==> src/rtl/pipe_ctrl_unit.sv <==
// pipe_ctrl_unit: opcode decoder with a valid/ready output stage and
// fixed-latency countdown for MUL and DIV/MOD before the control bundle is presented.
module pipe_ctrl_unit #(
  parameter int unsigned MUL_LAT = 2,
  parameter int unsigned DIV_LAT = 8
) (
  input  logic        clk,
  input  logic        rst_n,
  input  logic        in_valid,
  output logic        in_ready,
  input  logic [4:0]  opcode,
  input  logic        imm,
  input  logic        flush,
  output logic        out_valid,
  input  logic        out_ready,
  output logic [21:0] ctrl,
  output logic        illegal,
  output logic        busy
);
  typedef enum logic [1:0] {EMPTY, HOLD, WAIT} state_t;
  state_t state;
  logic [3:0] cnt, lat;
  logic [21:0] dec, pend;
  logic wb, take;
  always_comb begin
    in_ready = !flush && (state == EMPTY || (state == HOLD && out_ready));
    take = in_valid && in_ready;
    wb = opcode <= 5'd4 || (opcode >= 5'd6 && opcode <= 5'd12) || opcode == 5'd14 || opcode == 5'd19;
    dec = {opcode == 5'd9, opcode == 5'd8, opcode == 5'd6, opcode == 5'd7,
           opcode == 5'd12, opcode == 5'd11, opcode == 5'd10,
           opcode == 5'd4, opcode == 5'd3, opcode == 5'd2, opcode == 5'd5, opcode == 5'd1,
           opcode == 5'd0 || opcode == 5'd14 || opcode == 5'd15,
           opcode == 5'd19, opcode >= 5'd18 && opcode <= 5'd20, wb, imm,
           opcode == 5'd20, opcode == 5'd17, opcode == 5'd16, opcode == 5'd14, opcode == 5'd15};
    lat = opcode == 5'd2 ? MUL_LAT[3:0] : (opcode == 5'd3 || opcode == 5'd4) ? DIV_LAT[3:0] : 4'd1;
  end
  assign out_valid = state == HOLD;
  assign busy = state == WAIT;
  // ctrl stays zero during WAIT; the decoded bundle parks in pend until the countdown ends
  always_ff @(posedge clk or negedge rst_n) begin
    if (!rst_n) begin
      state <= EMPTY;
      cnt <= 4'd0;
      ctrl <= 22'd0;
      pend <= 22'd0;
      illegal <= 1'b0;
    end else if (flush) begin
      state <= EMPTY;
      cnt <= 4'd0;
      ctrl <= 22'd0;
      illegal <= 1'b0;
    end else if (take && lat > 4'd1) begin
      state <= WAIT;
      cnt <= lat - 4'd1;
      pend <= dec;
      ctrl <= 22'd0;
      illegal <= 1'b0;
    end else if (take) begin
      state <= HOLD;
      ctrl <= dec;
      illegal <= opcode >= 5'd21;
    end else if (state == HOLD && out_ready) begin
      state <= EMPTY;
      ctrl <= 22'd0;
      illegal <= 1'b0;
    end else if (state == WAIT) begin
      cnt <= cnt - 4'd1;
      if (cnt == 4'd1) begin
        state <= HOLD;
        ctrl <= pend;
      end
    end
  end
endmodule

==> config.mk <==
export PLATFORM = sky130hd
export DESIGN_NAME = pipe_ctrl_unit
export DESIGN_NICKNAME = d
export VERILOG_FILES = /design/src/rtl/pipe_ctrl_unit.sv
export SDC_FILE = /design/constraint.sdc
export NUM_CORES = 1
export LEC_CHECK = 0
export ABC_CLOCK_PERIOD_IN_PS = 2400
export BUFFER_PORTS_ARGS = -buffer_cell sky130_fd_sc_hd__buf_4
export CORE_UTILIZATION = 30
export CTS_CLUSTER_DIAMETER = 200
export DETAILED_ROUTE_END_ITERATION = 6
export GPL_TIMING_DRIVEN = 0
export HOLD_SLACK_MARGIN = 0.1
export PLACE_DENSITY = 0.48
export SLEW_MARGIN = 20
export SYNTH_ARGS = -nofsm -noshare
export SYNTH_HDL_FRONTEND = slang
export SYNTH_SLANG_ARGS = --single-unit
==> constraint.sdc <==
create_clock -name clk -period 2.4 [get_ports clk]
set_clock_uncertainty 0.15 [all_clocks]
set_input_delay 0.36 -clock clk [delete_from_list [all_inputs] [get_ports clk]]
set_output_delay 0.36 -clock clk [all_outputs]
set_load 0.02 [all_outputs]
==> Yosys cells after proc, flatten, opt, wreduce, memory -nomap -nowiden <==
Index checks and enable logic that the tools add are counted.
{ "totals": {"register_bits": 51, "out_inout_bits": 26, "inputBits": 11} }
{ "op_classes": {"eq_ne": 23, "n_bitwise": 1, "reduce_logical": 23, "magnitude_cmp": 7, "add_sub_neg": 2, "n_mux": 23} }
{ "op_table": {"columns": ["cell", "count"], "rows": [
  ["$mux 22", 6],
  ["$eq 5x4->1 const B", 7],
  ["$mux 4", 7],
  ["$eq 5x3->1 const B", 4],
  ["$eq 5x5->1 const B", 4],
  ["$mux 2", 6],
  ["$eq 5x2->1 const B", 2],
  ["$ge 5x5->1 const B", 2],
  ["$reduce_bool 5->1", 2],
  ["$sub 4x1->4 const B", 2],
  ["$logic_or 1x1->1", 7],
  ["$logic_and 1x1->1", 6],
  ["$ne 3x2->1 const B", 2],
  ["$eq 5x1->1 const B", 1],
  ["$ge 5x3->1 const B", 1],
  ["$le 5x3->1 const B", 1],
  ["$le 5x4->1 const B", 1],
  ["$le 5x5->1 const B", 1],
  ["$logic_not 5->1", 1],
  ["$eq 4x1->1 const B", 1],
  ["$gt 4x1->1 const B", 1],
  ["$mux 1", 4],
  ["$reduce_and 2->1", 2],
  ["$reduce_bool 4->1", 1],
  ["other kinds (7)", 7]
]} }

==> Longest topological paths before layout <==
Gate-level depths: netlist of the first run.
{ "depth": {"word_depth": 8, "ltp_mapped": 7, "ltp_nobuf": 6} }

==> Least setup slack after synthesis of the first run <==
Ideal clock, no wire load.
{ "synth_timing": {"path_kind": "register to register", "start": "register state[0]", "end": "register ctrl[10]", "path_slack_ns": 0.485, "path_stages_with_launch": 8, "arrival_ns": 1.691, "required_time_ns": 2.176, "cell_sequence": "dfrtp_1 > nand2b_1 > buf_6 > nor4b_4 > nor3_2 > or3_4 > buf_6 > o21ai_2"} }
{ "synth_between": {"elab_chain_cells": 8, "elab_cells_between_ends": 15, "cone_classes": "eq/ne (2); mux (4); reduce/logical (9)"} }
{ "synth_rtl": {"columns": ["element", "line_no", "source"], "rows": [
  ["from (decl)", "21", "state_t state;"],
  ["from (signal assigned)", "42", "state <= EMPTY;"],
  ["from (signal assigned)", "48", "state <= EMPTY;"],
  ["from (signal assigned)", "53", "state <= WAIT;"],
  ["$eq 2x1->1", "26, 62", null],
  ["$logic_and 1x1->1", "26, 62", null],
  ["$logic_or 1x1->1", "26", "in_ready = !flush && (state == EMPTY || (state == HOLD && out_ready));"],
  ["$logic_and 1x1->1", "26", null],
  ["$logic_and 1x1->1", "27", "take = in_valid && in_ready;"],
  ["$logic_and 1x1->1 / $mux 22 (equally long branches)", "52, 58", null],
  ["$reduce_bool 5->1 (no source line) / $mux 22 (equally long branches)", null, null],
  ["$reduce_and 2->1 (no source line) / $mux 22 (equally long branches)", null, null],
  ["to (signal assigned)", "70", "ctrl <= pend;"],
  ["to (decl)", "16", "output logic [21:0] ctrl,"]
]} }
Several ways; a longest one is shown, not always the timed one.
A chain may end at the register's enable or synchronous reset.

==> Final worst setup path of the first run <==
{ "layout_timing": {"start": "register state[1]", "end": "register ctrl[18]"} }
Same word-level chain as after synthesis.

==> flow_summary.ini, run 1 <==
[yosys]
ys_top_cells_by_area = dfrtp_1, o21ai_2, and2_1, nand2_1, a32oi_1
syn-instance-count = 229
postSynthAreaPerCell_um2 = 10.6
yosys.area.top_type_share = 0.527
postSynth.topFlopCell = dfrtp_1
ys_seq_area_frac = 0.527
yosys.cell_count.top_type = dfrtp_1
post_synth_and_or_nand_nor_area_fraction = 0.203
synth_compound_gate_area_share = 0.204
synth_top_cell_by_area = dfrtp_1
synthAdderAreaFrac = 0.0103
muxShareOfSynthArea = 0.00413
yosysWarningCount = 0
flop_and_latch_count_out_of_synthesis = 51
synth_async_sr_flop_share = 1.00
synth-edff-count = 0
synth_commonest_cells = dfrtp_1, nand2_1, o21ai_2
yosysUniqueCellTypes = 39
dominant_combinational_cell_family_by_area_after_synthesis = compound AO/OA/AOI/OAI gates
synth_area_in_xor_xnor = 0.00723
netlist_area_mm2 = 0.00242
synth_nets = 242

[floorplanning]
design.core.area_mm2 = 0.00777
rows = 32
chipWidth_um = 91.9
die_area_mm2 = 0.00844
initial_core_util = 0.312
fp.dieH_um = 91.9
top_level_ports = 37

[status]
status = finished, final reports clean

[placement]
numPlacedInstances = 366
port-buffer-count = 35
gp_routability_congestion = 0.740
place.detailed.hpwl_mm = 4.09

[routing]
detail_route.first_pass.iterations = 4
met2WireLength_mm = 2.68
route.detailed.vias_per_inst = 4.91
drt_iter0_drc = 77
met3_wirelength_um = 235
dr.max_layer_used = met4
routed_wire_length_per_instance_um = 15.8
routed-via-count = 1840
drt_drc_violations_left = 0
totalWireLength_mm = 5.91
wirelength_met1_mm = 2.93
detail-route-antenna-nets = 0

[finish]
flow.area_growth_from_synthesis_pct = 21.6
finish.net_count = 285
fillerInstances = 803
multi_input_area_mm2 = 0.00104
sequential_cell_area_mm2 = 0.00128
final_cell_count_no_fill = 375
insertedDiodeCount = 0
post_route_cells_drive_above_1_share = 0.267

[worst_setup_path]
reg2regPathDepth = 6
r2r_slack_ns = 0.17
worstSetupPathType = register to register
timing.critical_path.to = ctrl[18]
worstSetupEndpointType = register
reg2reg_to = ctrl[18]
crit_path_max_fo = 10
cp.required_ns = 2.45
critical_path.startpoint = state[1]
cp.arrival_ns = 2.28
setup.worst_path.start_class = register
worst_r2r_startpoint = state[1]

[cts]
path_clk_slew_ns = 0.10
clock_path_buffers = 2
clock_sinks = 51
cts-root-buf = clkbuf_8
cts.htree.levels = 2
cts_buffers = 5
cts_post_setup_buffers_inserted = 0
clk-insertion-delay-late_ns = 0.31
tritoncts = done

[power]
powerDensity_mw_per_mm2 = 650
power.ir.vdd_worst_v = 0.000234
cellLeakagePower_nw = 1.33

[grt]
global_route.usage.total = 0.148
number_of_global_route_vias_before_repair = 1803
grt_first_pass_wirelength_mm = 9.67
antenna_violations_before_repair = 0
grt_max_degree = 52
grt-ovfl-total = 0

[timing]
timing.final.crit_share = 0.928
maxClockFrequency_ghz = 0.449
final_hold_viol_count = 0
fin_hold_ws_ns = 0.109
unrepaired_setup_endpoints_after_global_routing = no
max_slew.worst_pin.slew_ns = 0.668
setup-violations-final = 0
setup_tns_ns = 0
max_slew_margin = 0.554
finalMaxSlewViolations = 0
fin_crit_ns = 2.23

[run]
cap_viol_max_count = 0

[min_path]
hold_class = input pin to register
==> metrics by stage <==
stage / setup WS [ns] / power [mW] / cell area [um2] / utilization
after CTS: 0.178 / 1.93 / 2950 / 0.379
after detailed placement: 0.0962 / 1.28 / 2810 / 0.362
after floorplan: 0.485 / 1.16 / 2420 / -
after global placement: 0.111 / 1.28 / 2810 / 0.362
after global routing: 0.00166 / 2.01 / 2950 / 0.379
final: 0.173 / 1.91 / 2950 / 0.379
==> cell families (layout without fill, tap and decap cells) <==
logic type,Yosys count,after routing
DFF,51,51
and+or+nand+nor,86,86
buffers and inverters,22,66
muxes,1,1
AOI/OAI and AO/OA,65,65
xor gates and xnor gates,2,2
adders and majority gates,2,2
==> layout make-up <==
class	count	share of cell area
clock buffers	6	0.0280
inverters	7	0.00892
multi-input cells	156	0.353
repair buffers	36	0.0926
well taps	102	0.0433
clock inverters	2	0.0132
flip-flops and latches	51	0.433
plain buffers	15	0.0280
==> report_power, final <==
group	leakage (nW)	total [mW]	switching (mW)	internal, mW
logic	0.572	0.329	0.206	0.124
clock network	0.0618	0.648	0.305	0.343
registers	0.695	0.936	0.0345	0.902
==> cell usage in the layout, fill, tap and decap left out, types with 7 or more instances in the layout <==
cell       n
o21ai_2   20
nand2_1   27
clkbuf_1   9
nor2_1     8
and2_1    18
a22oi_1    9
dfrtp_1   51
a21oi_1    7
buf_4     35
inv_1      7
nor2b_1    8
a32oi_1   10
==> sequential cells by signal, indices dropped and copies added, names as in the netlist <==
| name | count |
|---|---|
| cnt | 4 |
| state | 2 |
| pend | 22 |
| ctrl | 22 |
| illegal | 1 |
==> timing repair <==
action,in CTS,in global routing
setup endpoints to repair,0,1
hold buffers,1,0
gates resized for setup,0,2
hold endpoints to repair,51,0
==> worst max-delay path, cell delays in order, from the launching register on <==
cell,delay (ns)
dfrtp_1,0.46
nor2_1,0.23
nand3_1,0.33
nor4_4,0.43
or3_4,0.25
buf_6,0.19
o21ai_2,0.07
==> routing by layer <==
metal	vias up	global-route usage
met5	-	0
met4	0	0.0417
met3	6	0.0307
met2	38	0.228
met1	891	0.209
li1	905	-
==> worst min path at each step <==
stage	slack (ns)	cells after the start	from	endpoint
after floorplan	-0.09	0	rst_n	cnt[0]
after global placement	0.30	1	rst_n	ctrl[16]
after detailed placement	0.29	1	rst_n	ctrl[11]
after CTS	0.11	3	imm	pend[5]
after global routing	0.12	3	imm	pend[5]
final	0.11	3	imm	pend[5]
Note: power is estimated with default switching activity, not from simulation.
==> inputs of run 2 (changes only) <==
--- a/config.mk
+++ b/config.mk
@@ -7,12 +7,14 @@
 export LEC_CHECK = 0
 export ABC_CLOCK_PERIOD_IN_PS = 2400
 export BUFFER_PORTS_ARGS = -buffer_cell sky130_fd_sc_hd__buf_4
+export CAP_MARGIN = 0
 export CORE_UTILIZATION = 30
 export CTS_CLUSTER_DIAMETER = 200
 export DETAILED_ROUTE_END_ITERATION = 6
 export GPL_TIMING_DRIVEN = 0
 export HOLD_SLACK_MARGIN = 0.1
 export PLACE_DENSITY = 0.48
+export SETUP_SLACK_MARGIN = 0.2
 export SLEW_MARGIN = 20
 export SYNTH_ARGS = -nofsm -noshare
 export SYNTH_HDL_FRONTEND = slang
==> flow_summary.ini, run 2 (synthesis gave the netlist of run 1 again) <==
[worst_setup_path]
timing.critical_path.cells = nand2b_1, buf_6, nor4b_4, nor3_4, or3_4, buf_6, o21ai_2
path_common_cell = buf_6
critPathSlowestCell = dfrtp_2
cp.arrival_ns = 2.16
reg2regPathDepth = 7
setup.worst_path.start_class = register
crit_family = simple AND/OR/NAND/NOR gates
worstSetupPathType = register to register
crit_path_max_fo = 10
worstSetupEndpointType = register
timing.critical_path.slowest_cell_delay_ns = 0.44
worstPathBufferInverterCount = 2
cp.required_ns = 2.49
critical_path_cell_count = 7

[power]
power.ir.vdd_worst_v = 0.000234
powerDensity_mw_per_mm2 = 644
total_power_mw = 1.92
cellLeakagePower_nw = 1.35

[timing]
finalMaxSlewViolations = 0
fin_crit_ns = 2.07
post-route-worst-setup-slack_ns = 0.331
unrepaired_setup_endpoints_after_global_routing = no
final_hold_viol_count = 0
fin_hold_ws_ns = 0.111
setup_tns_ns = 0
setup-violations-final = 0
maxClockFrequency_ghz = 0.483
max_slew.worst_pin.slew_ns = 0.663
timing.final.crit_share = 0.862
max_slew_margin = 0.555

[grt]
number_of_global_route_vias_before_repair = 1809
grt-ovfl-total = 0
grt_first_pass_wirelength_mm = 9.67
global_route.usage.total = 0.148
grt_max_degree = 52
antenna_violations_before_repair = 0

[routing]
totalWireLength_mm = 5.89
wirelength_met1_mm = 2.89
routed-via-count = 1842
met3_wirelength_um = 219
route.detailed.vias_per_inst = 4.87
dr.max_layer_used = met4
routed_wire_length_per_instance_um = 15.6
detail-route-antenna-nets = 0
drt_iter0_drc = 76
detail_route.first_pass.iterations = 4
met2WireLength_mm = 2.71
drt_drc_violations_left = 0

[floorplanning]
rows = 32
initial_core_util = 0.312
die_area_mm2 = 0.00844
chipWidth_um = 91.9
fp.dieH_um = 91.9
design.core.area_mm2 = 0.00777
top_level_ports = 37

[cts]
clock_path_buffers = 2
cts-root-buf = clkbuf_8
clock_sinks = 51
tritoncts = done
cts.htree.levels = 2
clk-insertion-delay-late_ns = 0.31
path_clk_slew_ns = 0.10
cts_buffers = 5

[finish]
layout_commonest_cell = dfrtp_1
layout_common_cells = dfrtp_1, buf_4, nand2_1, o21ai_2, and2_1
fillerInstances = 800
final_core_util = 0.384
post_route_cells_drive_above_1_share = 0.290
largest_registers = ctrl x22, pend x22, cnt x4
finish.net_count = 288
flow.area_growth_from_synthesis_pct = 23.1
insertedDiodeCount = 0

[placement]
port-buffer-count = 35
pre_cts_ws_ns = 0.0962
gp_routability_congestion = 0.740
place.detailed.hpwl_mm = 4.09

[status]
status = finished, final reports clean

[run]
cap_viol_max_count = 0

[min_path]
hold_class = input pin to register
timing.hold.worst_path_depth = 3
==> run 2: cell types whose count changed in the layout (fill, tap and decap cells not counted), sizes merged <==
| cell | delta |
|---|---|
| buf | +3 |
==> run 2: worst paths after layout <==
path	start	slack, ns	to
max	state[0]	0.33	ctrl[18]
min	imm	0.11	pend[5]
max reg2reg	state[0]	0.33	ctrl[18]
min reg2reg	pend[6]	0.33	pend[6]
max in group asynchronous	rst_n	1.17	state[0]
min in group asynchronous	rst_n	0.46	ctrl[11]
==> run 2: tightest hold or removal path: stages <==
cell	delay (ns)
buf_4	0.09
nand2_1	0.04
nand2_1	0.05
==> run 2: area by class of cell <==
class                      count  area (um2)  share of cell area
inverter                       7        26.3             0.00881
clock inverter                 2        38.8              0.0130
multi-input combinational    156        1050               0.352
clock buffer                   6        82.6              0.0277
buffer                        15        85.1              0.0285
tap                          102         128              0.0428
sequential                    51        1280               0.428
timing repair buffer          39         295              0.0990
==> run 2: through the flow <==
stage               area (um2)  cells
finish                    2980    378
global route              2980    378
CTS                       2950    376
detailed placement        2810    366
global placement          2810    366
floorplan                 2420    229
==> run 2: layer usage <==
metal  track usage  vias up
met5             0        -
met4        0.0417        0
met3        0.0307        6
met2         0.229       38
met1         0.208      885
li1              -      913
==> run 2: repair_timing <==
action                                  CTS  global route
pin swaps                                 1             0
hold endpoints to repair                 51             0
endpoints found under the setup margin   20            22
hold buffers                              1             0
setup buffers                             1             2
gates resized for setup                   0             9
==> run 2: where the power goes <==
group          total (mW)  switching, mW  internal (mW)  leakage, nW
clock               0.646          0.303          0.343       0.0618
combinational       0.341          0.210          0.131        0.597
sequential          0.935         0.0330          0.902        0.694
total                1.92          0.546           1.38         1.35
==> inputs of run 3 (changes only) <==
--- a/config.mk
+++ b/config.mk
@@ -5,9 +5,10 @@
 export SDC_FILE = /design/constraint.sdc
 export NUM_CORES = 1
 export LEC_CHECK = 0
-export ABC_CLOCK_PERIOD_IN_PS = 2400
+export ABC_CLOCK_PERIOD_IN_PS = 2300
 export BUFFER_PORTS_ARGS = -buffer_cell sky130_fd_sc_hd__buf_4
 export CAP_MARGIN = 0
+export CORE_MARGIN = 5
 export CORE_UTILIZATION = 30
 export CTS_CLUSTER_DIAMETER = 200
 export DETAILED_ROUTE_END_ITERATION = 6
==> constraint.sdc (replaced) <==
create_clock -name clk -period 2.3 [get_ports clk]
set_clock_uncertainty 0.15 [all_clocks]
set_input_delay 0.345 -clock clk [delete_from_list [all_inputs] [get_ports clk]]
set_output_delay 0.345 -clock clk [all_outputs]
set_load 0.02 [all_outputs]
==> flow_summary.ini, run 3 (synthesis gave the netlist of run 1 again) <==
[timing]
maxClockFrequency_ghz = 0.488
unrepaired_setup_endpoints_after_global_routing = yes
finalMaxSlewViolations = 0
post-route-worst-setup-slack_ns = 0.253
final_hold_viol_count = 0
max_slew_margin = 0.547
setup-violations-final = 0
fin_crit_ns = 2.05
timing.final.crit_share = 0.890
max_slew.worst_pin.slew_ns = 0.679

[cts]
path_clk_slew_ns = 0.09
cts.htree.levels = 2
clk-insertion-delay-late_ns = 0.30
tritoncts = done
clock_path_buffers = 2
clock_sinks = 51
cts-root-buf = clkbuf_8
cts_buffers = 5

[grt]
grt_max_degree = 52
antenna_violations_before_repair = 0
grt-ovfl-total = 0
grt_first_pass_wirelength_mm = 9.99
global_route.usage.total = 0.129
number_of_global_route_vias_before_repair = 1912

[worst_setup_path]
cp.arrival_ns = 2.13
worstSetupPathType = register to register
r2r_slack_ns = 0.25
reg2regPathDepth = 7
worstSetupEndpointType = register
path_common_cell = buf_6
reg2reg_to = ctrl[5]
timing.critical_path.cells = nand2b_1, buf_6, nor4b_4, nor3_4, or3_4, buf_6, o21ai_2
critPathSlowestCell = dfrtp_2
crit_path_max_fo = 10
setup.worst_path.start_class = register
cp.required_ns = 2.39
worst_r2r_startpoint = state[0]
timing.critical_path.slowest_cell_delay_ns = 0.44

[floorplanning]
die_area_mm2 = 0.00998
top_level_ports = 37
chipWidth_um = 99.9
design.core.area_mm2 = 0.00781
fp.dieH_um = 99.9
rows = 32
initial_core_util = 0.310

[placement]
port-buffer-count = 35
numPlacedInstances = 366
gp_routability_congestion = 0.789
place.detailed.hpwl_mm = 4.20
pre_cts_ws_ns = -0.0192
post_detailed_placement_cell_area_mm2 = 0.00281

[finish]
finish.net_count = 289
final_area_mm2 = 0.00297
layout_commonest_cell = dfrtp_1
insertedDiodeCount = 0
final_core_util = 0.381
post_route_cells_drive_above_1_share = 0.296
layout_common_cells = dfrtp_1, buf_4, nand2_1, o21ai_2, and2_1
flow.area_growth_from_synthesis_pct = 22.7
largest_registers = ctrl x22, pend x22, cnt x4
final_cell_count_no_fill = 379

[routing]
routed_wire_length_per_instance_um = 16.0
detail_route.first_pass.iterations = 4
detail-route-antenna-nets = 0
drt_drc_violations_left = 0
drt_iter0_drc = 100
routed-via-count = 1858
totalWireLength_mm = 6.08
route.detailed.vias_per_inst = 4.90

[min_path]
min_from = opcode[0]
hold_class = input pin to register
timing.hold.worst_endpoint = ctrl[18]
timing.hold.worst_path_depth = 3

[power]
cellLeakagePower_nw = 1.34
power.ir.vdd_worst_v = 0.000198
powerDensity_mw_per_mm2 = 623

[status]
status = finished, final reports clean

[run]
cap_viol_max_count = 0
-- run 3: cell count changes in the layout (fill, tap and decap cells not counted), sizes merged --
cell / change
bufinv: -1
clkbuf: -1
clkinv: +1
dlygate4sd3: +1
inv: -1
clkinvlp: +1
buf: +1
-- run 3: power by group --
part | leakage (nW) | internal (mW) | switching [mW]
Combinational | 0.608 | 0.141 | 0.221
Sequential | 0.694 | 0.941 | 0.0352
Clock | 0.0412 | 0.213 | 0.299
-- run 3: layout make-up --
| class | instances | area, um2 |
|---|---|---|
| Fill cell | 802 | 4830 |
| Inverter | 7 | 26.3 |
| Clock inverter | 2 | 12.5 |
| Clock buffer | 6 | 72.6 |
| Multi-Input combinational cell | 156 | 1060 |
| Timing Repair Buffer | 40 | 305 |
| Tap cell | 102 | 128 |
| Sequential cell | 51 | 1280 |
| Buffer | 15 | 90.1 |
-- run 3: critical path, delay by kind of cell, from the launching register on --
kind | cells | cell delay (ns)
AO/OA/AOI/OAI | 1 | 0.13
buffers and inverters | 2 | 0.33
flip-flops | 1 | 0.44
AND/OR/NAND/NOR | 4 | 0.93
-- run 3: how the worst max path moves through the flow --
stage	startpoint	endpoint	cells past startpoint
after floorplan	state[0]	ctrl[10]	7
after global placement	opcode[1]	ctrl[19]	8
after detailed placement	opcode[1]	ctrl[5]	8
final	state[0]	ctrl[5]	7
after global routing	state[0]	ctrl[15]	7
after CTS	state[0]	ctrl[5]	7
-- run 3: timing repair --
action / CTS / global route
endpoints found under the hold margin: 52 / 0
buffers inserted: 2 / 1
pin swaps: 2 / 0
cloned: 0 / 0
hold buffers: 2 / 0
endpoints found under the setup margin: 22 / 23
resized for setup: 5 / 9
-- run 3: metrics by stage --
step / TNS, ns / hold WS [ns] / total power [mW]
after floorplan: 0 / -0.101 / 1.21
after global placement: 0 / 0.285 / 1.34
after detailed placement: -0.300 / 0.283 / 1.34
after CTS: 0 / 0.266 / 1.87
after global routing: 0 / 0.270 / 1.96
final: 0 / 0.263 / 1.85
-- run 3: routing by layer --
layer,global-route usage,vias up,routed length [um]
met4,0.0473,0,104
met5,0,-,0
met3,0.0257,8,167
met1,0.178,906,2990
li1,-,910,-
met2,0.199,34,2810
